--- src/rtl/adc_captura_spi_pkg.sv ---
// Purpose: shared types and constants for the serial ADC capture front-end.
// Latency: n/a (declarations only).
// Backpressure: n/a; the capture path has no ready, samples are strobed out.
//
// Contents: FSM state encoding, ADC frame geometry, offset-binary to signed helper.

package adc_captura_spi_pkg;

  // Frame sequencer states: idle, CS setup, 16-bit shift, publish.
  typedef enum logic [1:0] {
    REPOSO   = 2'd0,
    SETUP    = 2'd1,
    TRANSFER = 2'd2,
    FIN      = 2'd3
  } estado_t;

  localparam int ADC_BITS   = 12;
  localparam int TRAMA_BITS = 16;
  localparam int OFFSET     = 2048;

  // Offset-binary code to two's complement. Subtracting mid-scale modulo
  // 2^12 is the same as flipping the MSB, so this stays a single XOR.
  function automatic logic signed [ADC_BITS-1:0] a_signo(input logic [ADC_BITS-1:0] code);
    return $signed(code - ADC_BITS'(OFFSET));
  endfunction

endpackage

--- src/rtl/adc_captura_spi_if.sv ---
// Purpose: bundles the ADC pins and the filter-side u/rx load bus.
// Latency: n/a (wiring only).
// Backpressure: none; rx is a strobe and the consumer must take u that cycle.
//
// Ports: en, sdata (into capture block); cs_n, sclk, rx, u, err_trama (out of it).
// master = capture block, slave = ADC + filter side.

interface adc_captura_spi_if #(
  parameter int cant_bits = 25
);
  logic                 en;
  logic                 sdata;
  logic                 cs_n;
  logic                 sclk;
  logic                 rx;
  logic [cant_bits-1:0] u;
  logic                 err_trama;

  modport master (
    input  en,
    input  sdata,
    output cs_n,
    output sclk,
    output rx,
    output u,
    output err_trama
  );

  modport slave (
    output en,
    output sdata,
    input  cs_n,
    input  sclk,
    input  rx,
    input  u,
    input  err_trama
  );
endinterface

--- src/rtl/adc_captura_spi_gen_tick_muestra.sv ---
// Purpose: free-running sample-rate pacer, one tick per div_muestra cycles.
// Latency: first tick div_muestra cycles after reset release.
// Backpressure: none; ticks are never held or queued.
//
// Ports: clk, rst (async active-low), tick (high while counter == div_muestra-1).

module gen_tick_muestra #(
  parameter int div_muestra = 2268
) (
  input  logic clk,
  input  logic rst,
  output logic tick
);

  localparam int CW = (div_muestra > 1) ? $clog2(div_muestra) : 1;

  logic [CW-1:0] cnt_q;
  logic [CW-1:0] cnt_d;

  always_comb begin
    tick  = (cnt_q == CW'(div_muestra - 1));
    cnt_d = tick ? '0 : cnt_q + CW'(1);
  end

  always_ff @(posedge clk or negedge rst) begin
    if (!rst) begin
      cnt_q <= '0;
    end else begin
      cnt_q <= cnt_d;
    end
  end

endmodule

--- src/rtl/adc_captura_spi.sv ---
// Purpose: paces sampling, reads one 16-bit frame per period from an AD7476-class ADC, publishes signed fixed-point u with an rx strobe.
// Latency: tick at T -> cs_n low at T+1 -> rx high at T+33*div_sclk+2.
// Backpressure: none; u/rx is a one-cycle load strobe, u holds until the next frame.
//
// Ports: clk, rst (async active-low); bus (master modport): en, sdata in;
// cs_n, sclk (idles high), rx, u[cant_bits-1:0], err_trama out.

module adc_captura_spi
  import adc_captura_spi_pkg::*;
#(
  parameter int cant_bits   = 25,
  parameter int parte_frac  = 16,
  parameter int div_sclk    = 4,
  parameter int div_muestra = 2268
) (
  input  logic                clk,
  input  logic                rst,
  adc_captura_spi_if.master   bus
);

  localparam int FW    = (div_sclk > 1) ? $clog2(div_sclk) : 1;
  localparam int BW    = $clog2(TRAMA_BITS);
  // s/2048 in [-1,1): the 12-bit code already has 11 fractional bits.
  localparam int SHIFT = parte_frac - (ADC_BITS - 1);

  logic tick;

  gen_tick_muestra #(
    .div_muestra (div_muestra)
  ) u_tick (
    .clk  (clk),
    .rst  (rst),
    .tick (tick)
  );

  estado_t                 estado_q, estado_d;
  logic [FW-1:0]           fase_q, fase_d;    // cycles spent in current sclk phase
  logic [BW-1:0]           bit_q, bit_d;      // bit index within the frame
  logic [TRAMA_BITS-1:0]   trama_q, trama_d;  // shift register, MSB first
  logic                    cs_n_q, cs_n_d;
  logic                    sclk_q, sclk_d;
  logic                    rx_q, rx_d;
  logic [cant_bits-1:0]    u_q, u_d;
  logic                    err_q, err_d;

  logic signed [ADC_BITS-1:0] muestra_s;
  logic [cant_bits-1:0]       muestra_ext;
  logic                       fin_fase;

  always_comb begin
    muestra_s   = a_signo(trama_q[ADC_BITS-1:0]);
    muestra_ext = {{(cant_bits - ADC_BITS){muestra_s[ADC_BITS-1]}}, muestra_s};
    fin_fase    = (fase_q == FW'(div_sclk - 1));

    estado_d = estado_q;
    fase_d   = fase_q;
    bit_d    = bit_q;
    trama_d  = trama_q;
    cs_n_d   = cs_n_q;
    sclk_d   = sclk_q;
    rx_d     = 1'b0;
    u_d      = u_q;
    err_d    = err_q;

    case (estado_q)
      REPOSO: begin
        cs_n_d = 1'b1;
        sclk_d = 1'b1;
        if (tick && bus.en) begin
          estado_d = SETUP;
          cs_n_d   = 1'b0;
          fase_d   = '0;
        end
      end

      SETUP: begin
        if (fin_fase) begin
          estado_d = TRANSFER;
          sclk_d   = 1'b0;
          fase_d   = '0;
          bit_d    = '0;
        end else begin
          fase_d = fase_q + FW'(1);
        end
      end

      TRANSFER: begin
        // ADC drives a new bit on the falling edge; take it one cycle into
        // the high phase so it has had a full low phase to settle.
        if (sclk_q && (fase_q == '0)) begin
          trama_d = {trama_q[TRAMA_BITS-2:0], bus.sdata};
        end
        if (!fin_fase) begin
          fase_d = fase_q + FW'(1);
        end else if (!sclk_q) begin
          sclk_d = 1'b1;
          fase_d = '0;
        end else if (bit_q == BW'(TRAMA_BITS - 1)) begin
          estado_d = FIN;
          cs_n_d   = 1'b1;
          sclk_d   = 1'b1;
        end else begin
          sclk_d = 1'b0;
          fase_d = '0;
          bit_d  = bit_q + BW'(1);
        end
      end

      FIN: begin
        estado_d = REPOSO;
        rx_d     = 1'b1;
        u_d      = muestra_ext << SHIFT;
        // Leading zeros must be zero; the sample is still published so the
        // filter keeps its rate, the flag just tells software it is suspect.
        err_d    = |trama_q[TRAMA_BITS-1:ADC_BITS];
      end

      default: begin
        estado_d = REPOSO;
        cs_n_d   = 1'b1;
        sclk_d   = 1'b1;
      end
    endcase
  end

  always_ff @(posedge clk or negedge rst) begin
    if (!rst) begin
      estado_q <= REPOSO;
      fase_q   <= '0;
      bit_q    <= '0;
      trama_q  <= '0;
      cs_n_q   <= 1'b1;
      sclk_q   <= 1'b1;
      rx_q     <= 1'b0;
      u_q      <= '0;
      err_q    <= 1'b0;
    end else begin
      estado_q <= estado_d;
      fase_q   <= fase_d;
      bit_q    <= bit_d;
      trama_q  <= trama_d;
      cs_n_q   <= cs_n_d;
      sclk_q   <= sclk_d;
      rx_q     <= rx_d;
      u_q      <= u_d;
      err_q    <= err_d;
    end
  end

  assign bus.cs_n      = cs_n_q;
  assign bus.sclk      = sclk_q;
  assign bus.rx        = rx_q;
  assign bus.u         = u_q;
  assign bus.err_trama = err_q;

endmodule

--- src/flat_wrapper.sv ---
// flat-port wrapper written by rule: the top's interface ports become plain ports
module adc_captura_spi_flat import adc_captura_spi_pkg::*;
#(
  parameter int cant_bits   = 25,
  parameter int parte_frac  = 16,
  parameter int div_sclk    = 4,
  parameter int div_muestra = 2268
)
  (clk, rst, bus_en, bus_sdata, bus_cs_n, bus_sclk, bus_rx, bus_u, bus_err_trama);
  adc_captura_spi_if #(.cant_bits(cant_bits)) bus_i ();
  input  logic clk;
  input  logic rst;
  input wire logic [$bits(bus_i.en)-1:0] bus_en;
  input wire logic [$bits(bus_i.sdata)-1:0] bus_sdata;
  output wire logic [$bits(bus_i.cs_n)-1:0] bus_cs_n;
  output wire logic [$bits(bus_i.sclk)-1:0] bus_sclk;
  output wire logic [$bits(bus_i.rx)-1:0] bus_rx;
  output wire logic [$bits(bus_i.u)-1:0] bus_u;
  output wire logic [$bits(bus_i.err_trama)-1:0] bus_err_trama;
  assign bus_i.en = bus_en;
  assign bus_i.sdata = bus_sdata;
  assign bus_cs_n = bus_i.cs_n;
  assign bus_sclk = bus_i.sclk;
  assign bus_rx = bus_i.rx;
  assign bus_u = bus_i.u;
  assign bus_err_trama = bus_i.err_trama;
  adc_captura_spi #(.cant_bits(cant_bits), .parte_frac(parte_frac), .div_sclk(div_sclk), .div_muestra(div_muestra)) u_core (.clk(clk), .rst(rst), .bus(bus_i));
endmodule
--- config.mk ---
export PLATFORM = sky130hd
export DESIGN_NAME = adc_captura_spi_flat
export DESIGN_NICKNAME = d
export VERILOG_FILES = /design/src/rtl/adc_captura_spi_pkg.sv /design/src/rtl/adc_captura_spi_if.sv /design/src/rtl/adc_captura_spi_gen_tick_muestra.sv /design/src/rtl/adc_captura_spi.sv /design/src/flat_wrapper.sv
export SDC_FILE = /design/constraint.sdc
export NUM_CORES = 1
export LEC_CHECK = 0
export CAP_MARGIN = 10
export CORE_MARGIN = 4
export CORE_UTILIZATION = 30
export CTS_CLUSTER_DIAMETER = 120
export DETAILED_ROUTE_END_ITERATION = 10
export GPL_TIMING_DRIVEN = 0
export PLACE_DENSITY_LB_ADDON = 0.2
export SLEW_MARGIN = 20
export SYNTH_ARGS = -nofsm -noshare
export SYNTH_HDL_FRONTEND = slang
export SYNTH_HIERARCHICAL = 1
export SYNTH_SLANG_ARGS = --single-unit
--- constraint.sdc ---
create_clock -name clk -period 7 [get_ports clk]
set_input_delay 1.4 -clock clk [delete_from_list [all_inputs] [get_ports clk]]
set_output_delay 1.4 -clock clk [all_outputs]
set_load 0.02 [all_outputs]
==> metrics.txt, run 1 <==
FMAX=approximately 340 MHz; drt total wl=about 4400 um; grt total ovfl=0; post-synthesis sequential area ratio=between 50% and 60%; setup repair bufs after CTS=0; vias in the first global route=approximately 1600; crit path cell chain=buf_4, clkdlybuf4s50_1; dpl hpwl=a little over 3000 um; 1st-iter DRT viols=a little under 60; met2 WL=between 1500 and 2000 um; core area=approximately 8200 um^2; status=completed; Die Y=about 100 um; most frequent cells in the layout=50 x dfrtp_1, 26 x clkdlybuf4s50_1, 26 x mux2_2; Critical Path Start=u_core/bus.u[16]$_DFFE_PN0P_; Peak supply drop=0.0000927 V; cts bufs inserted=5; ANT nets after route=0; mapped cell area=around 2500 um^2; initial antenna violation count=0; Boundary Pins=33; hold path start=u_core/trama_q[11]$_DFFE_PN0P_; Vias/cell=between 4 and 5; clock skew=~8.3 ps; PortBufs=27; Max stage delay cell, worst path=clkdlybuf4s50_1; FP Rows=33; total track usage=9.58%; Netlist cell types=around 50; Post-synth EDFFs=0; clock latency on the worst-skew pair=roughly 300 ps; post-cts resize count=0; P&R area growth vs syn=20.1%; Slew Limit Fails=0; commonest non-fill, non-tap cell in the layout=dfrtp_1; post-layout power=about 490 uW; RSZ-0062 raised after global routing=no; first-pass GRT wire length=7730 um; Final min period=~3000 ps; Min Hold Slack=just under 500 ps; Worst EP arrival=between 1500 and 2000 ps; final hold viol count=0; Cell Pwr Density=between 150 and 200 nW/um^2; Initial Util=a little under a third; crit path launch type=flip-flop; Critical Path Fanout Max=10; setup violators final=0; CTS H-tree depth=2; Async S/R FF share, synth=100%; clock-pin slew on the worst setup and hold paths=~100 ps; CP top delay family=buffers and inverters; drt wl/cell=12.5 um; MaxCap Viol Count=0; met3 WL=roughly 130 um; hold_buf cts=0; fin nets=256; largest net degree at the start of global routing=53; syn_area_per_cell=about 12 um^2; drt first pass iters=4; max layer used=met4; critical path type=flip-flop to output pin; Die ar.=roughly 10000 um^2; clock sinks=between 50 and 60; CP Capture Type=output pin; WL met1=2230 um; Max-slew headroom=56.8%; CTS tree=yes; #FFs+latches synth=52; Top FF cell, synth=dfrtp_1; CP Buf/Inv Count=2; DP Area=a little under 3000 um^2; Synth Instances=between 200 and 250; Pleak=between 1 and 1.5 nW; RR Startpoint=u_core/u_tick/cnt_q[0]$_DFF_PN0_; worst slew pin tran=648 ps; critical path data required time=5600 ps; final antenna diode count=0; Hold WC Path Type=flip-flop to flip-flop; Bufs on Longest Clock Path=2; share of cells above drive strength 1=26.9%; root buffer cell=clkbuf_8; Post-route DRC=0; Fin Setup TNS=0 ps; gpl congestion=~0.72; design area=slightly above 3000 um^2; fin crit share=between 40% and 50%; Worst path max stage delay=about 600 ps; synth warn=6; Die X=around 100 um; DR vias=1583
[per-layer routing]
metal	vias to the layer above	track usage, %
met2	28	14.5
li1	792	-
met5	-	0
met3	5	2.08
met4	0	3.73
met1	758	13.4
[registers in the layout (all words and copies together), names as in the netlist]
register              cells
u_core/bus.rx             1
u_core/bus.err_trama      1
u_core/trama_q           16
u_core/bit_q              4
u_core/bus.u             12
u_core/estado_q           2
u_core/bus.sclk           1
u_core/u_tick/cnt_q      12
u_core/bus.cs_n           1
u_core/fase_q             2
[metrics by stage]
step | setup WS, ps | cells | utilization, %
after floorplan | 4690 | 210 | -
after global placement | 2860 | 342 | 36.0
after detailed placement | 4120 | 342 | 36.0
after CTS | 4010 | 350 | 37.2
after global routing | 3920 | 350 | 37.2
final | 4040 | 350 | 37.2
[cell type report]
cell class                 count  area [um^2]
inverter                      10         37.5
tap                          105          131
sequential                    52         1300
clock inverter                 2         13.8
multi-input combinational    130         1090
fill                         805         5160
buffer                        18          129
clock buffer                   6         82.6
timing repair buffer          27          268
[worst paths after layout]
kind,endpoint,slack (ps),depth (start not counted)
worst min-delay path,u_core/bus.u[16]$_DFFE_PN0P_,480,1
worst max-delay path,bus_u[20],4040,2
worst max register to register,u_core/estado_q[1]$_DFFE_PN0P_,4400,6
min in group asynchronous,u_core/trama_q[9]$_DFFE_PN0P_,1130,1
worst min register to register,u_core/bus.u[16]$_DFFE_PN0P_,480,1
max in group asynchronous,u_core/trama_q[8]$_DFFE_PN0P_,5450,1
[synth_stat cells (2+ instances only)]
cell	n	share of area [%]
nand2_1	9	1.3
nor4_1	2	0.49
nand4_1	3	0.74
and2_1	2	0.49
nand3_1	7	1.4
ha_1	8	3.9
nor2b_1	4	0.98
clkbuf_1	2	0.30
a31oi_1	3	0.74
dfrtp_1	50	49
dfstp_2	2	2.1
mux2_1	3	1.3
inv_1	10	1.5
xor2_1	4	1.4
buf_4	14	4.1
nor3_1	3	0.59
o211ai_1	2	0.59
nand4_4	2	1.7
nand2b_1	3	0.74
nor2_1	6	0.89
mux2i_1	4	1.6
mux2_2	26	12
xnor2_1	2	0.69
and3_2	2	0.59
or3_1	2	0.49
o21ai_0	4	0.79
a21oi_1	5	0.98
[power breakdown]
group | internal [mW] | switching, mW | leakage (nW) | total [mW]
Clock | 0.0811 | 0.101 | 0.0516 | 0.182
Combinational | 0.00342 | 0.00861 | 0.675 | 0.0120
Sequential | 0.300 | 0.000191 | 0.693 | 0.301
Total | 0.385 | 0.110 | 1.42 | 0.495
[kinds of logic after synthesis]
kind of cell,synth area share (%)
flip-flops,51.3
buffers and inverters,6.54
AND/OR/NAND/NOR,13.3
XOR/XNOR,2.07
multiplexers,15.0
adder cells (fa/ha/maj),3.94
AO/OA/AOI/OAI,7.77
other,0.147
Power figures use the tool's default switching activity.
==> run 2, diff against run 1 <==
==> constraint.sdc (replaced) <==
create_clock -name clk -period 2.5 [get_ports clk]
set_input_delay 0.5 -clock clk [delete_from_list [all_inputs] [get_ports clk]]
set_output_delay 0.5 -clock clk [all_outputs]
set_load 0.02 [all_outputs]
==> run 2 against run 1 <==
Effect of this change: non-clock buffer count rose by 3; worst hold slack lost 260 ps; routed wire length grew 0.39%; sequential power increased to 2.8 times the previous value; cell area up 0.90%; sequential share of layout area is 0.38 points lower; flip-flop and latch count did not move; clock skew about the same; die area is the same; critical path depth up 5; critical endpoint is now u_core/estado_q[1]$_DFFE_PN0P_.
==> metrics.txt, run 2 (synthesized netlist as in run 1, its figures left out) <==
Worst EP arrival=2480 ps (+920 ps); worst slew pin tran=648 ps (-0.332 ps); FMAX=437 MHz; total track usage=9.59% (+0.015 points); Die ar.=10000 um^2 (unchanged); ANT nets after route=0 (unchanged); Fin Setup TNS=0 ps (unchanged); share of cells above drive strength 1=28.2% (+1.3 points); PortBufs=27 (unchanged); drt total wl=4400 um (+0.39%); Boundary Pins=33 (unchanged); CP Buf/Inv Count=1 (-1); Slew Limit Fails=0 (unchanged); Critical Path Start=u_core/u_tick/cnt_q[0]$_DFF_PN0_; Final min period=2290 ps; RSZ-0062 raised after global routing=no; Die Y=100 um (unchanged); cts bufs inserted=5 (unchanged); drt first pass iters=4 (unchanged); dpl hpwl=3040 um (unchanged); Max stage delay cell, worst path=dfrtp_1; Vias/cell=4.51 (-0.29%); Clk network pwr share=36.8% (about the same); Max-slew headroom=56.8% (about the same); met2 WL=1960 um (+0.46%); Switching Share=22.2% (+0.041 points); crit path launch type=flip-flop; clock sinks=52 (unchanged); Initial Util=31.0% (unchanged); clock latency on the worst-skew pair=300 ps (about the same); Bufs on Longest Clock Path=2 (unchanged); CP top delay family=compound AO/OA/AOI/OAI gates; post-layout power=1.39 mW (+180%); WL met1=2240 um (+0.36%); final core utilization=37.5% (+0.33 points); Die X=100 um (unchanged); CTS tree=yes; clock skew=8.53 ps (+0.241 ps); initial antenna violation count=0 (unchanged); setup violators final=0 (unchanged); DR vias=1592 (+0.57%); P_int=1.08 mW (+180%); RR Startpoint=u_core/u_tick/cnt_q[0]$_DFF_PN0_; core area=8220 um^2 (unchanged); Placed Cells=342 (unchanged); fin nets=259 (+1.2%); sequential power share=60.7% (about the same); Post-route DRC=0 (unchanged); hold_buf cts=0 (unchanged); design area=3080 um^2 (+0.90%); Hold WC Path Type=input pin to asynchronous set/reset pin; critical path data required time=2690 ps (-2910 ps); DP Area=2960 um^2 (unchanged); final antenna diode count=0 (unchanged); Psw=308 uW (+180%); Top reg by flops=u_core/trama_q; CTS H-tree depth=2 (unchanged); Cell Pwr Density=450 nW/um^2 (+180%); CP Capture Type=flip-flop; pre-CTS setup slack=-106 ps (-4220 ps); vias in the first global route=1602 (+0.19%); MaxCap Viol Count=0 (unchanged); Reg2Reg Setup Slack=210 ps (-4190 ps); Worst path max stage delay=400 ps (-190 ps); drt wl/cell=12.5 um (-0.47%); Peak supply drop=0.000260 V (+180%); critical path type=flip-flop to flip-flop; fin crit share=91.6%; clock-pin slew on the worst setup and hold paths=100 ps (about the same); crit path cell chain=ha_1, nand3_2, nor4_4, buf_4, a21boi_1, a2111oi_4, mux2_4; root buffer cell=clkbuf_8; max layer used=met4; most frequent cells in the layout=50 x dfrtp_1, 26 x clkdlybuf4s50_1, 26 x mux2_2; P&R area growth vs syn=21.2%; Comb power frac=2.4% (about the same); Fill cells=803 (-0.25%); Largest register FFs=16 (unchanged); largest net degree at the start of global routing=53 (unchanged); commonest non-fill, non-tap cell in the layout=dfrtp_1; Min Hold Slack=226 ps (-256 ps); status=completed; setup slack after layout=210 ps (-3830 ps); FP Rows=33 (unchanged); Critical Path Fanout Max=6 (-4); grt total ovfl=0 (unchanged); fin cells=353 (+0.86%); first-pass GRT wire length=7740 um (+0.17%); final hold viol count=0 (unchanged); gpl congestion=0.723 (unchanged); Pleak=1.44 nW (+1.2%); 1st-iter DRT viols=63 (+6.8%); met3 WL=132 um (unchanged)
## run 2: final cells by class
type	instances	area, um^2	area share, %
Buffer	18	129	4.18
Clock buffer	6	82.6	2.68
Clock inverter	2	13.8	0.447
Inverter	10	37.5	1.22
Multi-Input combinational cell	130	1090	35.5
Sequential cell	52	1300	42.3
Tap cell	105	131	4.26
Timing Repair Buffer	30	290	9.42
## run 2: layer usage
layer,GRT usage [%],vias up
li1,-,800
met1,13.4,759
met2,14.5,28
met3,2.08,5
met4,3.73,0
met5,0,-
## run 2: what timing repair did
action / CTS / global route
setup buffers: 0 / 3
setup endpoints to repair: 3 / 3
resized for setup: 0 / 1
pin swaps: 1 / 1
## run 2: power groups by stage
stage | clock [mW] | sequential [mW] | combinational, mW
5_1_grt | 0.570 | 0.842 | 0.0391
2_1_floorplan | 0 | 0.858 | 0.0133
4_1_cts | 0.531 | 0.842 | 0.0354
3_3_place_gp | 0 | 0.859 | 0.0361
3_5_place_dp | 0 | 0.858 | 0.0355
6_report | 0.511 | 0.842 | 0.0337
## run 2: final timing paths
check	endpoint	depth (start not counted)
worst max register to register	u_core/estado_q[1]$_DFFE_PN0P_	7
min in group clk	u_core/bus.u[16]$_DFFE_PN0P_	1
max in group asynchronous	u_core/trama_q[8]$_DFFE_PN0P_	1
worst max-delay path	u_core/estado_q[1]$_DFFE_PN0P_	7
worst min-delay path	u_core/trama_q[9]$_DFFE_PN0P_	1
worst min register to register	u_core/bus.u[16]$_DFFE_PN0P_	1
## run 2: worst reg2reg max path, stage by stage, from the launching register on
cell       delay, ps
dfrtp_1          400
ha_1             300
nand3_2          180
nor4_4           290
buf_4            170
a21boi_1         120
a2111oi_4        400
mux2_4           330
==> run 3, diff against run 2 <==
--- a/config.mk
+++ b/config.mk
@@ -12,7 +12,6 @@
 export DETAILED_ROUTE_END_ITERATION = 10
 export GPL_TIMING_DRIVEN = 0
 export PLACE_DENSITY_LB_ADDON = 0.2
-export SLEW_MARGIN = 20
 export SYNTH_ARGS = -nofsm -noshare
 export SYNTH_HDL_FRONTEND = slang
 export SYNTH_HIERARCHICAL = 1
==> run 3 against run 2 <==
Effect of this change: non-clock buffer count rose by 4; via count up 1.3%; count of clock-buffer cells in the layout shrank 1; highest routed layer unchanged; fmax increased by 0.31%.
==> metrics.txt, run 3 (synthesized netlist as in run 1, its figures left out) <==
Top reg by flops=u_core/trama_q; largest net degree at the start of global routing=39 (-26%); Die Y=100 um (unchanged); Max stage delay cell, worst path=dfrtp_1; cts bufs inserted=5 (unchanged); Fin Setup TNS=0 ps (unchanged); RSZ-0062 raised after global routing=no; crit path cell chain=ha_1, nand3_2, nor4_4, a21boi_1, a2111oi_4, mux2_4; gpl congestion=0.723 (unchanged); Cell Pwr Density=438 nW/um^2 (-2.7%); core area=8220 um^2 (unchanged); CTS H-tree depth=2 (unchanged); CP Capture Type=flip-flop; vias in the first global route=1664 (+3.9%); critical path type=flip-flop to flip-flop; DR vias=1613 (+1.3%); commonest non-fill, non-tap cell in the layout=dfrtp_1; Bufs on Longest Clock Path=2 (unchanged); most frequent cells in the layout=50 x dfrtp_1, 26 x clkdlybuf4s50_1, 26 x mux2_2; fin nets=263 (+1.5%); clock-pin slew on the worst setup and hold paths=100 ps (about the same); drt first pass iters=4 (unchanged); CP top delay family=compound AO/OA/AOI/OAI gates; clock sinks=52 (unchanged); fin cells=357 (+1.1%); FMAX=438 MHz (+0.31%); Vias/cell=4.52 (+0.18%); first-pass GRT wire length=7930 um (+2.4%); grt total ovfl=0 (unchanged); clock latency on the worst-skew pair=300 ps (about the same); Boundary Pins=33 (unchanged); final antenna diode count=0 (unchanged); root buffer cell=clkbuf_8; Fill cells=809 (+0.75%); clock skew=7.13 ps (-1.40 ps); Die X=100 um (unchanged); CTS tree=yes; status=completed; Slew Limit Fails=0 (unchanged); Final min period=2280 ps (-7.08 ps); MaxCap Viol Count=0 (unchanged); Worst Reg-to-Reg Cells=6 (-1); initial antenna violation count=0 (unchanged); drt total wl=4430 um (+0.80%); Worst path max stage delay=400 ps (about the same); setup violators final=0 (unchanged); Largest register FFs=16 (unchanged); Initial Util=31.0% (unchanged); crit path launch type=flip-flop; critical path data required time=2690 ps (about the same); CP Depth=6 (-1); total track usage=9.74% (+0.15 points); Pleak=1.45 nW (+1.2%); drt wl/cell=12.4 um (-0.33%); ANT nets after route=0 (unchanged); Peak supply drop=0.000259 V (-0.43%); final hold viol count=0 (unchanged); Hold WC Path Type=input pin to asynchronous set/reset pin; Post-route DRC=0 (unchanged); PortBufs=27 (unchanged); dpl hpwl=3100 um (+2.2%); FP Rows=33 (unchanged); Critical Path Fanout Max=5 (-1); Placed Cells=343 (+0.29%); 1st-iter DRT viols=50 (-21%); fin crit share=91.3% (-0.28 points); share of cells above drive strength 1=29.4% (+1.1 points); P&R area growth vs syn=22.5%; CP Buf/Inv Count=0 (-1); Reg2Reg Setup Slack=220 ps (about the same); Worst EP arrival=2470 ps (about the same); post-layout power=1.36 mW (-1.7%); Die ar.=10000 um^2 (unchanged)
-- run 3: cell count changes in the layout (fill, tap and decap cells not counted), sizes merged --
| cell | delta |
|---|---|
| clkbuf | -1 |
| buf | +4 |
| clkinvlp | +1 |
-- run 3: area by class of cell --
| type | instances | area, um^2 | share of cell area [%] |
|---|---|---|---|
| Buffer | 18 | 129 | 4.14 |
| Clock buffer | 5 | 68.8 | 2.21 |
| Clock inverter | 3 | 21.3 | 0.683 |
| Inverter | 10 | 37.5 | 1.20 |
| Multi-Input combinational cell | 130 | 1090 | 35.1 |
| Sequential cell | 52 | 1300 | 41.8 |
| Tap cell | 105 | 131 | 4.22 |
| Timing Repair Buffer | 34 | 330 | 10.6 |
-- run 3: per-stage QoR --
stage                     util (%)  setup WS (ps)  instance area (um^2)  hold WS (ps)
after CTS                     37.3           25.6                  3070          99.0
final                         37.9            217                  3120          99.1
after global routing          37.9           49.3                  3120           106
after floorplan                  -            249                  2560           204
after detailed placement      36.2          -94.8                  2980           438
after global placement        36.0           -742                  2960           468
-- run 3: metal layers --
metal / vias to the layer above / track usage, % / wire length [um]
met5: - / 0 / 0
met4: 0 / 3.32 / 38
met3: 2 / 2.15 / 128
met2: 24 / 15.5 / 2090
met1: 783 / 13.1 / 2180
li1: 804 / - / -
-- run 3: path summary, 6_finish.rpt --
path                                             endpoint                        startpoint
max                        u_core/estado_q[1]$_DFFE_PN0P_  u_core/u_tick/cnt_q[0]$_DFF_PN0_
max reg2reg                u_core/estado_q[1]$_DFFE_PN0P_  u_core/u_tick/cnt_q[0]$_DFF_PN0_
min reg2reg                  u_core/bus.u[16]$_DFFE_PN0P_    u_core/trama_q[11]$_DFFE_PN0P_
max in group asynchronous     u_core/bus.cs_n$_DFFE_PN1P_                               rst
min                           u_core/bus.u[9]$_DFFE_PN0P_                               rst
min in group clk             u_core/bus.u[16]$_DFFE_PN0P_    u_core/trama_q[11]$_DFFE_PN0P_
-- run 3: power by group --
part / total (mW) / switching (mW) / internal [mW]
sequential: 0.842 / 0.000537 / 0.841
clock: 0.484 / 0.285 / 0.199
combinational: 0.0372 / 0.0249 / 0.0123
total: 1.36 / 0.310 / 1.05
-- run 3: what timing repair did --
action	in CTS	in global routing
buffers inserted	0	6
endpoints found under the setup margin	1	2
endpoints found under the hold margin	0	0
pin swaps	1	1
gates resized for setup	0	1
hold buffers	0	0
cloned	0	0
